**config.mk**
```make
export PLATFORM = sky130hd
export DESIGN_NAME = abstract_cmd_encode
export DESIGN_NICKNAME = d
export VERILOG_FILES = /design/src/rtl/abstract_cmd_encode_pkg.sv /design/src/rtl/abstract_cmd_encode_csr_inst_encode.sv /design/src/rtl/abstract_cmd_encode.sv
export SDC_FILE = /design/constraint.sdc
export NUM_CORES = 1
export LEC_CHECK = 0
export ABC_AREA = 1
export CORE_MARGIN = 2
export CORE_UTILIZATION = 40
export DETAILED_ROUTE_END_ITERATION = 8
export PLACE_DENSITY = 0.71
export SYNTH_ARGS = -nofsm -noshare
export SYNTH_HDL_FRONTEND = slang
export SYNTH_SLANG_ARGS = --single-unit
```
**constraint.sdc**
```tcl
create_clock -name clk -period 6.6 [get_ports clk]
set_clock_uncertainty 0.2 [all_clocks]
set_input_delay 0.66 -clock clk [delete_from_list [all_inputs] [get_ports clk]]
set_output_delay 0.66 -clock clk [all_outputs]
set_load 0.005 [all_outputs]
```
**src/rtl/abstract_cmd_encode_pkg.sv**
```systemverilog
// Shared definitions for the debug-module abstract-command engine:
// DM command/error encodings, RISC-V SYSTEM opcode fields, FSM state type,
// and the packed layouts of the command word and of a CSR instruction.
package abstract_cmd_encode_pkg;

    localparam int unsigned XLEN_DEF = 32;
    localparam int unsigned STEP_W   = 2;

    // Debug-module encodings
    localparam logic [7:0]  DM__CMDTYPE_ACCESS_REG = 8'd0;
    localparam logic [2:0]  DM__AARSIZE_32         = 3'd2;
    localparam logic [2:0]  DM__CMDERR_NONE        = 3'd0;
    localparam logic [2:0]  DM__CMDERR_BUSY        = 3'd1;
    localparam logic [2:0]  DM__CMDERR_NOTSUP      = 3'd2;
    localparam logic [2:0]  DM__CMDERR_EXCEPTION   = 3'd3;
    localparam logic [2:0]  DM__CMDERR_HALTRESUME  = 3'd4;
    localparam logic [15:0] DM__REGNO_GPR_BASE     = 16'h1000;
    localparam logic [11:0] DM__DSCRATCH0          = 12'h7B2;
    localparam logic [11:0] DM__DSCRATCH1          = 12'h7B3;

    // ISA encodings
    localparam logic [6:0]  ISA__OPCODE_SYSTEM = 7'h73;
    localparam logic [2:0]  ISA__FUNCT3_CSRRW  = 3'b001;
    localparam logic [2:0]  ISA__FUNCT3_CSRRS  = 3'b010;

    typedef logic [STEP_W-1:0] step_t;

    typedef enum logic [1:0] {
        ST_IDLE   = 2'd0,
        ST_ISSUE  = 2'd1,
        ST_WAIT   = 2'd2,
        ST_FINISH = 2'd3
    } state_t;

    // Access Register command word
    typedef struct packed {
        logic [7:0]  cmdtype;
        logic        rsvd23;
        logic [2:0]  aarsize;
        logic        rsvd19;
        logic        postexec;
        logic        transfer;
        logic        write;
        logic [15:0] regno;
    } dm_cmd_t;

    // Operand fields of a SYSTEM I-type CSR instruction
    typedef struct packed {
        logic [11:0] csr;
        logic [4:0]  rs1;
        logic [2:0]  funct3;
        logic [4:0]  rd;
    } csr_inst_t;

    function automatic logic [31:0] csr_itype(input csr_inst_t f);
        return {f.csr, f.rs1, f.funct3, f.rd, ISA__OPCODE_SYSTEM};
    endfunction

endpackage

```
**src/rtl/abstract_cmd_encode_csr_inst_encode.sv**
```systemverilog
// Combinational CSR instruction encoder.
// Ports:
//   fields  in   csr_inst_t  csr, rs1, funct3, rd operands
//   word_c  out  32          SYSTEM I-type instruction word
module csr_inst_encode
    import abstract_cmd_encode_pkg::*;
(
    input  csr_inst_t   fields,
    output logic [31:0] word_c
);

    assign word_c = csr_itype(fields);

endmodule

```
**src/rtl/abstract_cmd_encode.sv**
```systemverilog
// Debug-module abstract-command engine. Accepts an Access Register command,
// expands it into CSR instructions exchanging data through dscratch0, and
// injects them one at a time into the halted core over a valid/ready port.
// Ports:
//   clk, rst_n    clock, asynchronous active-low reset
//   cmd_valid/cmd_ready/cmd   command handshake and 32-bit command word
//   cmderr_clr    clear sticky cmderr (ignored while busy)
//   halted        core is halted
//   inst_valid/inst/inst_ready   instruction injection port
//   exec_done/exec_exc           retire / exception of accepted instruction
//   busy, cmderr, done, postexec_go   status to the DM register file
module abstract_cmd_encode
    import abstract_cmd_encode_pkg::*;
#(
    parameter int unsigned XLEN        = XLEN_DEF,
    parameter int unsigned SCRATCH_GPR = 8,
    parameter logic [11:0] DATA_CSR    = DM__DSCRATCH0,
    parameter logic [11:0] SAVE_CSR    = DM__DSCRATCH1
) (
    input  logic            clk,
    input  logic            rst_n,
    input  logic            cmd_valid,
    output logic            cmd_ready,
    input  logic [31:0]     cmd,
    input  logic            cmderr_clr,
    input  logic            halted,
    output logic            inst_valid,
    output logic [XLEN-1:0] inst,
    input  logic            inst_ready,
    input  logic            exec_done,
    input  logic            exec_exc,
    output logic            busy,
    output logic [2:0]      cmderr,
    output logic            done,
    output logic            postexec_go
);

    localparam logic [4:0] SCR = 5'(SCRATCH_GPR);
    localparam step_t      STEP_LAST_CSR = step_t'(3);
    localparam step_t      STEP_LAST_GPR = step_t'(0);

    dm_cmd_t cmd_s;
    assign cmd_s = cmd;

    logic unused_cmd_bits;
    assign unused_cmd_bits = ^{cmd_s.rsvd23, cmd_s.rsvd19};

    // Registered state and latched command fields
    state_t      state, state_nxt;
    step_t       step, step_nxt;
    logic        lat_is_csr, lat_is_csr_nxt;
    logic        lat_write, lat_write_nxt;
    logic        lat_postexec, lat_postexec_nxt;
    logic [11:0] lat_regno, lat_regno_nxt;
    logic [2:0]  cmderr_nxt;

    logic            cmd_ready_nxt;
    logic            inst_valid_nxt;
    logic [XLEN-1:0] inst_nxt;
    logic            busy_nxt;
    logic            done_nxt;
    logic            postexec_go_nxt;

    // Command classification at accept time
    logic regno_is_csr_c;
    logic regno_is_gpr_c;
    logic cmd_ok_c;
    assign regno_is_csr_c = (cmd_s.regno[15:12] == 4'h0);
    assign regno_is_gpr_c = (cmd_s.regno[15:5] == DM__REGNO_GPR_BASE[15:5]);
    assign cmd_ok_c       = (cmd_s.cmdtype == DM__CMDTYPE_ACCESS_REG)
                         && (cmd_s.aarsize == DM__AARSIZE_32)
                         && (regno_is_csr_c || regno_is_gpr_c);

    // Operand selection for the instruction at step_nxt
    csr_inst_t   enc_fields;
    logic [31:0] enc_word_c;

    always_comb begin
        enc_fields = '0;
        if (!lat_is_csr_nxt) begin
            enc_fields.csr = DATA_CSR;
            if (lat_write_nxt) begin
                enc_fields.funct3 = ISA__FUNCT3_CSRRS;
                enc_fields.rd     = lat_regno_nxt[4:0];
            end else begin
                enc_fields.funct3 = ISA__FUNCT3_CSRRW;
                enc_fields.rs1    = lat_regno_nxt[4:0];
            end
        end else begin
            // Even steps move scratch into a CSR, odd steps pull a CSR into scratch
            if (step_nxt[0]) begin
                enc_fields.funct3 = ISA__FUNCT3_CSRRS;
                enc_fields.rd     = SCR;
            end else begin
                enc_fields.funct3 = ISA__FUNCT3_CSRRW;
                enc_fields.rs1    = SCR;
            end
            unique case (step_nxt)
                step_t'(1): enc_fields.csr = lat_write_nxt ? DATA_CSR : lat_regno_nxt;
                step_t'(2): enc_fields.csr = lat_write_nxt ? lat_regno_nxt : DATA_CSR;
                default:    enc_fields.csr = SAVE_CSR;
            endcase
        end
    end

    csr_inst_encode u_enc (
        .fields (enc_fields),
        .word_c (enc_word_c)
    );

    // Next-state, cmderr and registered-output logic
    always_comb begin
        state_nxt        = state;
        step_nxt         = step;
        lat_is_csr_nxt   = lat_is_csr;
        lat_write_nxt    = lat_write;
        lat_postexec_nxt = lat_postexec;
        lat_regno_nxt    = lat_regno;
        cmderr_nxt       = cmderr;

        unique case (state)
            ST_IDLE: begin
                if (cmd_valid) begin
                    step_nxt         = '0;
                    lat_is_csr_nxt   = regno_is_csr_c;
                    lat_write_nxt    = cmd_s.write;
                    lat_postexec_nxt = cmd_s.postexec;
                    lat_regno_nxt    = cmd_s.regno[11:0];
                    if (cmderr != DM__CMDERR_NONE) begin
                        state_nxt = ST_FINISH;
                    end else if (!halted) begin
                        cmderr_nxt = DM__CMDERR_HALTRESUME;
                        state_nxt  = ST_FINISH;
                    end else if (!cmd_ok_c) begin
                        cmderr_nxt = DM__CMDERR_NOTSUP;
                        state_nxt  = ST_FINISH;
                    end else if (!cmd_s.transfer) begin
                        state_nxt = ST_FINISH;
                    end else begin
                        state_nxt = ST_ISSUE;
                    end
                end else if (cmderr_clr) begin
                    cmderr_nxt = DM__CMDERR_NONE;
                end
            end
            ST_ISSUE: begin
                if (inst_ready) begin
                    state_nxt = ST_WAIT;
                end
            end
            ST_WAIT: begin
                if (exec_exc) begin
                    cmderr_nxt = DM__CMDERR_EXCEPTION;
                    // Scratch GPR has been clobbered; still run the restore step
                    if (lat_is_csr && (step == step_t'(1) || step == step_t'(2))) begin
                        step_nxt  = STEP_LAST_CSR;
                        state_nxt = ST_ISSUE;
                    end else begin
                        state_nxt = ST_FINISH;
                    end
                end else if (exec_done) begin
                    if (step == (lat_is_csr ? STEP_LAST_CSR : STEP_LAST_GPR)) begin
                        state_nxt = ST_FINISH;
                    end else begin
                        step_nxt  = step + step_t'(1);
                        state_nxt = ST_ISSUE;
                    end
                end
            end
            ST_FINISH: begin
                state_nxt = ST_IDLE;
            end
            default: begin
                state_nxt = ST_IDLE;
            end
        endcase

        // New command while busy: flag only if no other error is pending
        if (state != ST_IDLE && cmd_valid
            && cmderr == DM__CMDERR_NONE && cmderr_nxt == DM__CMDERR_NONE) begin
            cmderr_nxt = DM__CMDERR_BUSY;
        end

        cmd_ready_nxt   = (state_nxt == ST_IDLE);
        inst_valid_nxt  = (state_nxt == ST_ISSUE);
        inst_nxt        = (state_nxt == ST_ISSUE) ? XLEN'(enc_word_c) : '0;
        busy_nxt        = (state_nxt != ST_IDLE);
        done_nxt        = (state_nxt == ST_FINISH);
        postexec_go_nxt = (state_nxt == ST_FINISH) && lat_postexec_nxt
                       && (cmderr_nxt == DM__CMDERR_NONE);
    end

    // State, latched fields and registered outputs
    always_ff @(posedge clk or negedge rst_n) begin
        if (!rst_n) begin
            state        <= ST_IDLE;
            step         <= '0;
            lat_is_csr   <= 1'b0;
            lat_write    <= 1'b0;
            lat_postexec <= 1'b0;
            lat_regno    <= '0;
            cmderr       <= DM__CMDERR_NONE;
            cmd_ready    <= 1'b1;
            inst_valid   <= 1'b0;
            inst         <= '0;
            busy         <= 1'b0;
            done         <= 1'b0;
            postexec_go  <= 1'b0;
        end else begin
            state        <= state_nxt;
            step         <= step_nxt;
            lat_is_csr   <= lat_is_csr_nxt;
            lat_write    <= lat_write_nxt;
            lat_postexec <= lat_postexec_nxt;
            lat_regno    <= lat_regno_nxt;
            cmderr       <= cmderr_nxt;
            cmd_ready    <= cmd_ready_nxt;
            inst_valid   <= inst_valid_nxt;
            inst         <= inst_nxt;
            busy         <= busy_nxt;
            done         <= done_nxt;
            postexec_go  <= postexec_go_nxt;
        end
    end

endmodule
```
Yosys cells after proc, flatten, opt, wreduce, memory -nomap -nowiden --
Cells that the tools add are included.
Word-level totals: output and inout bits 40, logic and storage cells 91, register bits after elaboration 59
Operators by class: $add $sub $neg 1, muxes and demuxes 45, reductions and logical operators 20, equal/unequal tests 12
Operator list (count):
- two-way mux 12 bit | 4
- two-way mux 2 bit | 18
- two-way mux 32 bit | 1
- two-way mux 25 bit | 1
- case mux 12 bit (2 select lines) | 1
- two-way mux 3 bit | 7
- == test 11 x 8 -> 1 bit, second input constant | 1
- == test 2 bit, second input constant | 5
- two-way mux 5 bit | 2
- zero test 3 bit | 3
- == test 2 x 1 -> 1 bit, second input constant | 4
- logical AND 1 bit | 8
- zero test 8 bit | 1
- two-way mux 4 bit | 2
- case mux 2 bit (4 select lines) | 1
- two-way mux 1 bit | 6
- case mux 3 bit (2 select lines) | 1
- zero test 2 bit | 2
- zero test 4 bit | 1
- case mux 2 bit (2 select lines) | 1
- nonzero test 2 bit | 2
- == test 3 x 2 -> 1 bit, second input constant | 1
- nonzero test 3 bit | 1
- adder 2 x 1 -> 2 bit, second input constant | 1
- other kinds (2) | 3

Longest topological paths before layout --
Gate-level depths: netlist (run 1).
depth in word-level cells 13, mapped depth 16, mapped depth without buffers 16

By module --
Synthesis (run 1) repeated with hierarchy kept, for this count alone.
Unflattened totals: cells, all modules 381, area, all modules 3103.0 sq um
By module, submodules not included:
- abstract_cmd_encode | instances 1, sequential area each 1477.7 sq um, area an instance 2855.2 sq um, cells an instance 347
- csr_inst_encode | instances 1, sequential area each 0.0 sq um, area an instance 247.7 sq um, cells an instance 34

Worst setup path after synthesis (run 1) --
OpenSTA, ideal clock, no wires.
path type input port to flip-flop, start point input port exec_done, end point register inst[20], arrival time 1937 ps, stages 15, setup slack 4392 ps, data required time 6329 ps, cells stage by stage nand2_1 > o21ai_2 > nand2_1 > nand2_1 > nand2_1 > nand2_1 > nand2_1 > inv_1 > ha_1 > inv_1 > o21ai_2 > nand2_1 > nand2_1 > nand2_1 > nor2_1
On the way: cells in the longest elaborated chain, start to end 7
Ends and longest elaborated chain:
- start: declaration | line abstract_cmd_encode.sv:30 | input logic exec_done,
- two-way mux 2 bit (*) | line abstract_cmd_encode.sv:161 | end else if (exec_done) begin
- two-way mux 2 bit (*) | line abstract_cmd_encode.sv:152 | if (exec_exc) begin
- case mux 2 bit (2 select lines) (*) | line abstract_cmd_encode.sv:121 | unique case (state)
- named net step_nxt[0] | line abstract_cmd_encode.sv:50 | step_t step, step_nxt;
- == test 2 bit / == test 2 x 1 -> 1 bit (equally long branches) | line abstract_cmd_encode.sv:98 | unique case (step_nxt)
- case mux 12 bit (2 select lines) (*) | line abstract_cmd_encode.sv:98
- two-way mux 25 bit (*) | line abstract_cmd_encode.sv:80 | if (!lat_is_csr_nxt) begin
- two-way mux 32 bit (*) | line abstract_cmd_encode.sv:186 | inst_nxt = (state_nxt == ST_ISSUE) ? XLEN'(enc_word_c) : '0;
- named net inst_nxt[20] | line abstract_cmd_encode.sv:59 | logic [XLEN-1:0] inst_nxt;
- end signal: assignment | line abstract_cmd_encode.sv:219 | inst <= inst_nxt;
- end: declaration | line abstract_cmd_encode.sv:28 | output logic [XLEN-1:0] inst,
Mark *: on every way through the listed nets, which the timed path passes. The rest lies on a longest branch.

Worst setup path after layout (run 1) --
Ends and elaborated chain as after synthesis.

==> results.toml, run 1 <==
[global_routing]
grt_remaining_overflow = 0
grt_use_total_pct = 16.7
grt_pass1_wl_mm = 8.64
grt_pass1_vias = 2017
grt_antenna_before_repair = 0
grt_max_degree = 52

[sta]
maxSlewHeadroom_pct = 26.9
period_needed_ns = 2.77
fmax_mhz = 361
final_hold_viol_count = 0
tns_ns = 0
finalMaxSlewViolations = 0
period_share_pct = 41.9
finalSetupViolations = 0
rsz0062_at_grt = "false"
hold_slack_ns = 0.280
worstMarginPinSlew_ns = 1.10
final.setup.worst_slack_ns = 3.83

[setup_path]
critPathLaunchType = "input port"
crit_type = "input port to flop"
rr_worst_depth = 16
crit_arrival_ns = 2.81
r2r_end = "inst[20]$_DFF_PN0_"
cp-end-kind = "flop"
crit_fanout = 6
rr_startpoint = "step[0]$_DFF_PN0_"
r2r_slack_ns = 4.13
cp.required_ns = 6.64

[logic_synthesis]
async_flop_share_pct = 100
ys_ff_latch = 51
synth_ff_type = "dfrtp_1"
syn_inst = 305
synth.avg_cell_area_um2 = 8.13
synth.distinct_cells = 33
yosysWarnings = 0
synth_edf_count = 0
synth-seq-area-share_pct = 51.5
synthesis.area_um2 = 2480

[clocking]
holdBufCountCts = 0
clk_path_buf_depth = 2
cts.sinks = 51
post_cts.repair.setup_buffers = 0
clk_latency_ns = 0.30
cts.reportedPaths.clkPinSlew_ns = 0.10
ctsResizeCount = 0
cts_tree = "yes"
numCtsBuffers = 5
root_buffer = "clkbuf_8"
h-tree-depth = 2

[cells_and_area]
drive_gt1_share_pct = 7.16
mostFrequentLayoutCells = "73 x clkdlybuf4s50_1, 68 x nand2_1, 50 x dfrtp_1"
final_core_util_pct = 56.1
fillerInstances = 543
antenna_cells = 0
final_common_cell = "clkdlybuf4s50_1"
syn_to_final_growth_pct = 34.7
fin_nets = 418

[routing]
wl_per_cell_um = 11.5
ant_nets = 0
vias = 2110
drt-total-wl_mm = 5.19
drt_iter0_drc = 101
drc = 0
viasPerCell = 4.67
drtPass1Iterations = 4

[die]
rows = 28
die_x_um = 82.8
die_y_um = 82.8
coreArea_um2 = 5960
pin_count = 80
start_util_pct = 41.7
die_area_um2 = 6850

[power]
p_int_uw = 824
power.switching_uw = 536
irDropWorstVdd_mv = 0.179
p_sw_share_pct = 39.4
combinationalPowerShare_pct = 48.5
seqPwrFrac_pct = 35.1
report.power.total_uw = 1360
p_leak_uw = 0.00168
p_per_area_nw_per_um2 = 407
clockPowerShare_pct = 16.4

[outcome]
status = "completed"

[place]
io_buffers = 74
post-place-ws_ns = 3.50
dp_hpwl_mm = 3.92
place.gp.congestion = 0.788

[worst_hold_path]
hold_path_class = "flop to flop"
min_from = "lat_postexec$_DFF_PN0_"
hold_end = "lat_postexec$_DFF_PN0_"
holdPathStages = 2

[run]
cap_violations = 0
[power by group through the flow]
stage | sequential, µW | clock (µW) | combinational (µW)
floorplan | 486 | 0 | 427
global placement | 482 | 0 | 649
detailed placement | 486 | 0 | 661
CTS | 479 | 227 | 665
global route | 492 | 240 | 754
finish | 478 | 223 | 660
[flip-flops by register name (all words and copies together) (netlist names)]
| name | count |
|---|---|
| inst | 25 |
| done | 1 |
| postexec_go | 1 |
| lat_postexec | 1 |
| busy | 1 |
| cmderr | 3 |
| state | 2 |
| lat_is_csr | 1 |
| lat_regno | 12 |
| cmd_ready | 1 |
| lat_write | 1 |
| step | 2 |
[synth_stat cells (2+ instances only)]
cell     instances  area share (%)
a21oi_1         15             3.0
buf_4           10             3.0
dfrtp_1         50              50
ha_1             2             1.0
inv_1           48             7.3
inv_2            4            0.60
mux2i_1          3             1.2
nand2_1         68              10
nand2_2          2            0.50
nand2_4          3             1.4
nand3_1         12             2.4
nor2_1          44             6.7
nor3_1           2            0.40
o21ai_0         12             2.4
o21ai_1         11             2.2
o21ai_2          2            0.71
[routing by layer]
metal	share of wire [%]	vias up	global-route usage, %
li1	-	1068	-
met1	44	952	21.3
met2	48	79	27.4
met3	5.8	11	4.13
met4	2.1	0	6.56
met5	0	-	0
[critical path, cell delays in order]
cell and delay [ns]:
clkdlybuf4s50_1 0.53, nand2_1 0.11, o21ai_2 0.18, nand2_1 0.07, nand2_1 0.06, nand2_1 0.05
nand2_1 0.08, nand2_1 0.08, inv_1 0.09, ha_1 0.26, inv_1 0.12, o21ai_2 0.26
nand2_1 0.08, nand2_1 0.06, nand2_1 0.04, nor2_1 0.08
[per-stage QoR]
step	instances	area, µm²
floorplan	307	2490
global placement	444	3230
detailed placement	444	3230
CTS	452	3340
global route	452	3340
finish	452	3340
[final cells by class]
class / count / area [µm²] / share of cell area, %
flip-flops and latches: 51 / 1280 / 38.2
multi-input cells: 190 / 915 / 27.4
repair buffers: 74 / 736 / 22.0
inverters: 54 / 205 / 6.14
well taps: 75 / 93.8 / 2.81
clock buffers: 5 / 68.8 / 2.06
clock inverters: 3 / 47.5 / 1.42
[logic make-up (layout without fill, tap and decap cells)]
group / Yosys count / after routing / share of synthesized area [%]
mux: 3 / 3 / 1.21
fa+ha+maj: 2 / 2 / 1.01
buf+inv: 66 / 136 / 12.0
simple gates: 139 / 139 / 24.6
flops: 51 / 51 / 51.5
other cells: 1 / 3 / 0.151
compound gates: 43 / 43 / 9.63
[how the worst max path moves through the flow]
stage / start / endpoint / cells after the start
2_1_floorplan: exec_done / inst[20]$_DFF_PN0_ / 15
3_3_place_gp: exec_done / inst[20]$_DFF_PN0_ / 16
3_5_place_dp: exec_done / inst[20]$_DFF_PN0_ / 16
4_1_cts: exec_done / inst[20]$_DFF_PN0_ / 16
5_1_grt: exec_done / inst[20]$_DFF_PN0_ / 16
6_report: exec_done / inst[20]$_DFF_PN0_ / 16
Note: power is estimated with default switching activity, not from simulation.
==> run 2: changes to the inputs <==
--- a/config.mk
+++ b/config.mk
@@ -9,7 +9,7 @@
 export CORE_MARGIN = 2
 export CORE_UTILIZATION = 40
 export DETAILED_ROUTE_END_ITERATION = 8
-export PLACE_DENSITY = 0.71
+export PLACE_DENSITY = 0.74
 export SYNTH_ARGS = -nofsm -noshare
 export SYNTH_HDL_FRONTEND = slang
 export SYNTH_SLANG_ARGS = --single-unit
==> constraint.sdc (replaced) <==
create_clock -name clk -period 2.4 [get_ports clk]
set_clock_uncertainty 0.2 [all_clocks]
set_input_delay 0.24 -clock clk [delete_from_list [all_inputs] [get_ports clk]]
set_output_delay 0.24 -clock clk [all_outputs]
set_load 0.005 [all_outputs]
==> results.toml, run 2 (same netlist as run 1, synthesis figures left out) <==
[outcome]
status = "completed"

[cells_and_area]
finalNonFillerCells = 460
drive_gt1_share_pct = 11.7
final_common_cell = "clkdlybuf4s50_1"
antenna_cells = 0
syn_to_final_growth_pct = 37.9
fillerInstances = 556
largest_reg_flops = 25
mostFrequentLayoutCells = "73 x clkdlybuf4s50_1, 64 x nand2_1, 50 x dfrtp_1"
final_design_area_no_fill_um2 = 3420
top_regs = "inst: 25 flops, lat_regno: 12 flops, cmderr: 3 flops"
top_register = "inst"
fin_nets = 427

[power]
p_per_area_nw_per_um2 = 1110
irDropWorstVdd_mv = 0.447
p_sw_share_pct = 40.2
seqPwrFrac_pct = 34.6
power.switching_uw = 1530
combinationalPowerShare_pct = 52.1
report.power.total_uw = 3810
p_int_uw = 2280
p_leak_uw = 0.00171
clockPowerShare_pct = 13.4

[run]
cap_violations = 0

[setup_path]
path_buf_inv = 2
cp.required_ns = 2.39
worstPathCellList = "nor2_1, nor2_2, nand2_2, a21oi_2, o211ai_1, inv_1, ha_1, inv_1, a21oi_1, nor3_1, nor2_1"
critPathLaunchType = "flop"
cpMaxStageDelayCell = "dfrtp_1"
cp-end-kind = "flop"
crit_arrival_ns = 2.26
worst_path_dominant_cell_family = "simple AND/OR/NAND/NOR gates"
crit_type = "flop to flop"
crit_fanout = 6
cpPeakStageDelay_ns = 0.43

[die]
die_y_um = 82.8
start_util_pct = 41.7
pin_count = 80
coreArea_um2 = 5960
rows = 28
die_area_um2 = 6850
die_x_um = 82.8

[routing]
vias = 2126
drc = 0
drt-total-wl_mm = 5.44
drt_iter0_drc = 131
ant_nets = 0
wl_per_cell_um = 11.8
drtPass1Iterations = 4
viasPerCell = 4.62

[place]
place.gp.congestion = 0.839
placed_cells_incl_taps = 451
placed_area_um2 = 3280
io_buffers = 74
dp_hpwl_mm = 4.10

[sta]
fmax_mhz = 441
maxSlewHeadroom_pct = 58.4
hold_slack_ns = 0.287
period_needed_ns = 2.27
worstMarginPinSlew_ns = 0.624
finalMaxSlewViolations = 0
finalSetupViolations = 0
period_share_pct = 94.4
final_hold_viol_count = 0

[global_routing]
grt_pass1_wl_mm = 8.67
grt_antenna_before_repair = 0
grt_pass1_vias = 1999
grt_max_degree = 52
grt_remaining_overflow = 0
grt_use_total_pct = 16.7

[clocking]
clk_path_buf_depth = 2
root_buffer = "clkbuf_8"
cts.sinks = 51
numCtsBuffers = 5
h-tree-depth = 2
clk_latency_ns = 0.30
cts_tree = "yes"
cts.reportedPaths.clkPinSlew_ns = 0.09

[worst_hold_path]
hold_path_class = "flop to flop"
==> run 2: cell count changes in the layout (fill, tap and decap cells not counted), moves of 3 or more <==
cell,previous run,this run
nand2_2,2,6
buf_4,0,8
nand2_1,68,64
inv_2,4,7
inv_1,48,45
==> run 2: worst paths after layout <==
check                           cells after the start                     end  slack [ns]              startpoint
worst min register to register                      2  lat_postexec$_DFF_PN0_        0.29  lat_postexec$_DFF_PN0_
min in group asynchronous                           3     cmderr[2]$_DFF_PN0_        0.37                   rst_n
worst max-delay path                               11      inst[27]$_DFF_PN0_        0.13       step[1]$_DFF_PN0_
worst min-delay path                                2  lat_postexec$_DFF_PN0_        0.29  lat_postexec$_DFF_PN0_
max in group asynchronous                           3      inst[30]$_DFF_PN0_        1.21                   rst_n
worst max register to register                     11      inst[27]$_DFF_PN0_        0.13       step[1]$_DFF_PN0_
==> run 2: worst min-delay path: stages (launching register included) <==
cell	delay, ns
dfrtp_1	0.33
nand2_1	0.05
nand2_1	0.08
==> run 2: area by class of cell <==
cell class	instances	area [µm²]	share of cell area [%]
Sequential cell	51	1280	37.3
Clock inverter	1	8.76	0.256
Multi-Input combinational cell	190	943	27.6
Tap cell	75	93.8	2.74
Clock buffer	6	82.6	2.41
Inverter	54	209	6.11
Timing Repair Buffer	83	806	23.6
==> run 2: stage by stage <==
stage	utilization [%]	setup TNS (ns)	setup slack (ns)
after floorplan	-	0	0.327
after global placement	55.1	-0.0985	-0.0261
after detailed placement	55.1	-0.947	-0.118
after CTS	56.8	0	0.0194
after global routing	57.4	-0.202	-0.0409
final	57.4	0	0.134
==> run 2: metal layers <==
metal,vias up,global-route usage (%),part of all wire [%]
met2,63,27.7,50
met3,6,3.70,4.7
met4,0,5.74,1.4
met1,972,21.5,44
li1,1085,-,-
met5,-,0,0
==> run 2: power by group through the flow <==
stage / combinational, µW / sequential (µW) / clock, µW
2_1_floorplan: 1170 / 1340 / 0
3_3_place_gp: 1860 / 1330 / 0
3_5_place_dp: 1920 / 1340 / 0
4_1_cts: 1930 / 1320 / 520
5_1_grt: 2240 / 1350 / 555
6_report: 1980 / 1320 / 509
==> run 2: repair_timing <==
item                                    CTS  global route
hold buffers                              1             0
resized for setup                         0            12
buffers inserted                          0             1
endpoints found under the setup margin    0            12
endpoints found under the hold margin    50             0
